## src/rtl/level_crossing_counter.sv

```systemverilog
// rtl/level_crossing_counter.sv - hysteresis level-crossing counter; optional debounce via CROSS_DEBOUNCE_EN
module level_crossing_counter #(
    parameter int DATA_W   = 10,
    parameter int CNT_W    = 8,
    parameter bit SATURATE = 1'b1,
    parameter int DEB_LEN  = 4
) (
    input  logic              clk,
    input  logic              rst,
    input  logic              in_valid,
    input  logic [DATA_W-1:0] in,
    input  logic [DATA_W-1:0] th_hi,
    input  logic [DATA_W-1:0] th_lo,
    input  logic [1:0]        mode,
    input  logic              clear,
    output logic [CNT_W-1:0]  count,
    output logic              cross_pulse,
    output logic              above,
    output logic              ovf
);

    typedef enum logic [1:0] {
        S_INIT  = 2'd0,
        S_BELOW = 2'd1,
        S_ABOVE = 2'd2
    } state_t;

    state_t state;
    state_t state_next;

    logic rise_q;
    logic fall_q;
    logic deb_done;
    logic rise_ev;
    logic fall_ev;
    logic count_ev;

    // Comparisons are strict so a sample equal to a threshold never moves the FSM.
    assign rise_q = (in > th_hi);
    assign fall_q = (in < th_lo);

`ifdef CROSS_DEBOUNCE_EN
    logic [3:0] run_cnt;
    logic       pend_q;

    assign pend_q   = ((state == S_BELOW) && rise_q) || ((state == S_ABOVE) && fall_q);
    assign deb_done = (run_cnt == 4'(DEB_LEN - 1));

    always_ff @(posedge clk or posedge rst) begin
        if (rst) begin
            run_cnt <= 4'd0;
        end else if (in_valid) begin
            if (state == S_INIT) begin
                run_cnt <= 4'd0;
            end else if (pend_q) begin
                // The qualifying sample that completes the run also changes state.
                run_cnt <= deb_done ? 4'd0 : run_cnt + 4'd1;
            end else begin
                run_cnt <= 4'd0;
            end
        end
    end
`else
    logic unused_deb_len;

    assign unused_deb_len = (DEB_LEN > 0);
    assign deb_done       = 1'b1;
`endif

    always_ff @(posedge clk or posedge rst) begin
        if (rst) begin
            state <= S_INIT;
        end else begin
            state <= state_next;
        end
    end

    always_comb begin
        state_next = state;
        rise_ev    = 1'b0;
        fall_ev    = 1'b0;
        if (in_valid) begin
            case (state)
                S_INIT: begin
                    state_next = rise_q ? S_ABOVE : S_BELOW;
                end
                S_BELOW: begin
                    if (rise_q && deb_done) begin
                        state_next = S_ABOVE;
                        rise_ev    = 1'b1;
                    end
                end
                S_ABOVE: begin
                    if (fall_q && deb_done) begin
                        state_next = S_BELOW;
                        fall_ev    = 1'b1;
                    end
                end
                default: begin
                    state_next = S_INIT;
                end
            endcase
        end
    end

    assign count_ev = (rise_ev && mode[0]) || (fall_ev && mode[1]);

    always_ff @(posedge clk or posedge rst) begin
        if (rst) begin
            count       <= '0;
            cross_pulse <= 1'b0;
            ovf         <= 1'b0;
        end else if (clear) begin
            // Clear wins over a same-cycle event; the FSM still follows the sample.
            count       <= '0;
            cross_pulse <= 1'b0;
            ovf         <= 1'b0;
        end else if (count_ev) begin
            cross_pulse <= 1'b1;
            if (count == {CNT_W{1'b1}}) begin
                ovf <= 1'b1;
                if (!SATURATE) begin
                    count <= '0;
                end
            end else begin
                count <= count + 1'b1;
            end
        end else begin
            cross_pulse <= 1'b0;
        end
    end

    assign above = (state == S_ABOVE);

endmodule

```

## config.mk

```make
export PLATFORM = sky130hd
export DESIGN_NAME = level_crossing_counter
export DESIGN_NICKNAME = d
export VERILOG_FILES = /design/src/rtl/level_crossing_counter.sv
export SDC_FILE = /design/constraint.sdc
export NUM_CORES = 1
export LEC_CHECK = 0
export ABC_AREA = 1
export CAP_MARGIN = 15
export CORE_ASPECT_RATIO = 1.75
export CORE_MARGIN = 2
export CORE_UTILIZATION = 45
export DETAILED_ROUTE_END_ITERATION = 8
export PLACE_DENSITY = 0.81
export SYNTH_ARGS = -nofsm -noshare
export SYNTH_HDL_FRONTEND = slang
export SYNTH_SLANG_ARGS = --single-unit
export TNS_END_PERCENT = 50
```

## constraint.sdc

```tcl
create_clock -name clk -period 1.7 [get_ports clk]
set_input_delay 0.425 -clock clk [delete_from_list [all_inputs] [get_ports clk]]
set_output_delay 0.425 -clock clk [all_outputs]
set_load 0.02 [all_outputs]
```

==> impl_metrics.toml <==
[outcome]
status = "finished clean"

[finish]
fillers = 193
layout_common_cells = "nand2_1, inv_1, inv_2"
area_growth_pct = 62.0
nets = 297
stdcell_count = 267
final_common_cell = "nand2_1"
antenna_cells_inserted = 0
drive_gt1_frac = 0.375

[global_routing]
grt_pass1_vias = 1477
antenna_found_initial = 0
grt_usage = 0.239
grt-ovfl-total = 0
grt_max_degree = 13
grt_pass1_wl_mm = 5.81

[detailed_routing]
drt-total-wl_mm = 3.71
drtIter0Drc = 24
firstDrtPassIters = 4
vias = 1397
drc = 0
wire_per_inst_um = 13.9
postRouteAntennaNets = 0
vias_per_cell = 5.23

[hold_path]
min_path_type = "input port to async pin"

[placed_design]
dp_hpwl_mm = 2.63
dp_cells = 263
portBuffers = 46
gp_congestion = 0.780

[synth]
synth_top_area_frac = 0.232
ys_ff_latch = 12
yosysSeqAreaShare = 0.232
synth.distinct_cells = 24
yosysWarnings = 0
netlist_instances = 186
yosys.area.top_type = "dfrtp_1"
avgSynthCellArea_um2 = 6.97
syn-num-nets = 242
synth_area_leaders = "dfrtp_1, ha_1, nand2_1"
syn_area_um2 = 1300

[sta]
period_minus_slack_ps = 1660
setup_viol = 0
slew_headroom = 0.693
rsz0062_at_grt = "true"
fin_crit_sh = 0.976
fin_worst_skew_ps = 1.07
clock.fmax_ghz = 0.603
maxSlewViolCount = 0
max_slew.worst_pin.slew_ps = 459
hold_violations = 0

[cts]
postCtsHoldBufs = 0
numCtsBuffers = 3
clk_pin_slew_ps = 50
clock_sinks = 12
post_cts_buffers = 0
clk_latency_ps = 250
htreeDepth = 1
cts_max_path_buffers = 2
tritoncts = "done"
cts-root-buf = "clkbuf_8"

[floorplan]
coreArea_um2 = 2720
rows = 25
io_pins = 47
die_h_um = 75
die_x_um = 44.6
initial_core_util = 0.476
dieArea_um2 = 3340

[power]
ir_drop_mv = 0.711
p_total_mw = 1.35
p_leak_nw = 1.12
powerDensity_nw_per_um2 = 644

[worst_setup_path]
arrival_ps = 1800
cp_max_fo = 8
end_kind = "flip-flop"
crit_path_start_kind = "input port"
path_class = "input port to flip-flop"
crit_required_ps = 1840

[flow_run]
maxCapViolations = 0
[per-stage QoR]
stage	setup TNS, ps	utilization	area [um^2]	setup slack [ps]	hold slack, ps
global route	-33.6	0.771	2100	-14.4	523
global placement	-6170	0.671	1830	-559	478
floorplan	0	-	1300	69.0	290
CTS	-0.540	0.777	2110	-0.540	495
detailed placement	-6620	0.671	1830	-605	482
finish	0	0.771	2100	40.9	482
[worst max-delay path, stage by stage]
cell and delay, ps:
dlygate4sd2_1 200, inv_2 40, ha_4 270, nand2_4 60, nor2_2 160, nand3_4 110
nand4_4 120, nand2_4 70, nand3_4 110, nand2_4 100, nand2_2 80, nand2_2 40
[power by group]
part	switching [mW]	internal [mW]
registers	0.0507	0.331
clock network	0.115	0.205
logic	0.359	0.289
total	0.525	0.826
[area by class of cell]
cell class                      count  area [um^2]  area share
Timing Repair Buffer               51          425       0.203
Inverter                           43          161      0.0769
Multi-Input combinational cell    130         1120       0.535
Sequential cell                    12          300       0.143
Clock buffer                        4         55.1      0.0262
Tap cell                           27         33.8      0.0161
[registers in the layout, indices dropped and copies added (netlist names)]
register and flops:
ovf 1, state 2, count 8, cross_pulse 1
[synthesized netlist by cell type]
cell and number:
a21o_1 1, a21oi_1 6, and3_1 1, clkbuf_8 1, dfrtp_1 12, ha_1 20
inv_1 42, inv_2 1, nand2_1 51, nand2_2 2, nand2_4 2, nand3_1 13
nand3_2 4, nand3_4 1, nand4_1 4, nand4_2 1, nor2_1 12, nor2_2 1
nor2_4 2, nor3b_1 1, o21ai_0 1, o21ai_1 2, xnor2_1 1, xor2_1 4
[cells by family after synthesis]
kind of cell    count (synthesis)  share of synthesized area
xor+xnor                        5                     0.0338
buf+inv                        44                      0.135
simple gates                   95                      0.366
flops                          12                      0.232
fa+ha+maj                      20                      0.193
compound gates                 10                     0.0405
[metal layers]
layer,wire [um],up-vias,track usage
met2,2130,52,0.501
met5,0,-,0
met1,1260,642,0.187
met4,175,0,0.168
met3,146,17,0.0168
li1,-,686,-
[path summary, 6_finish.rpt]
kind                                      start                   end  slack (ps)  cells past startpoint
setup / recovery                       th_lo[5]  count[3]$_DFFE_PP0P_          40                     12
hold / removal                              rst  count[1]$_DFFE_PP0P_         480                      2
setup reg to reg           count[0]$_DFFE_PP0P_  count[3]$_DFFE_PP0P_         190                      8
hold reg to reg                 ovf$_DFFE_PP0P_       ovf$_DFFE_PP0P_         510                      2
max in group asynchronous                   rst  count[7]$_DFFE_PP0P_         900                      2
min in group clk                ovf$_DFFE_PP0P_       ovf$_DFFE_PP0P_         510                      2
[what timing repair did]
item / 4_1_cts / 5_1_grt
endpoints found under the setup margin: 18 / 11
gates resized for setup: 106 / 31
pin swaps: 34 / 26
No activity file was read; power rests on OpenSTA's default activity.
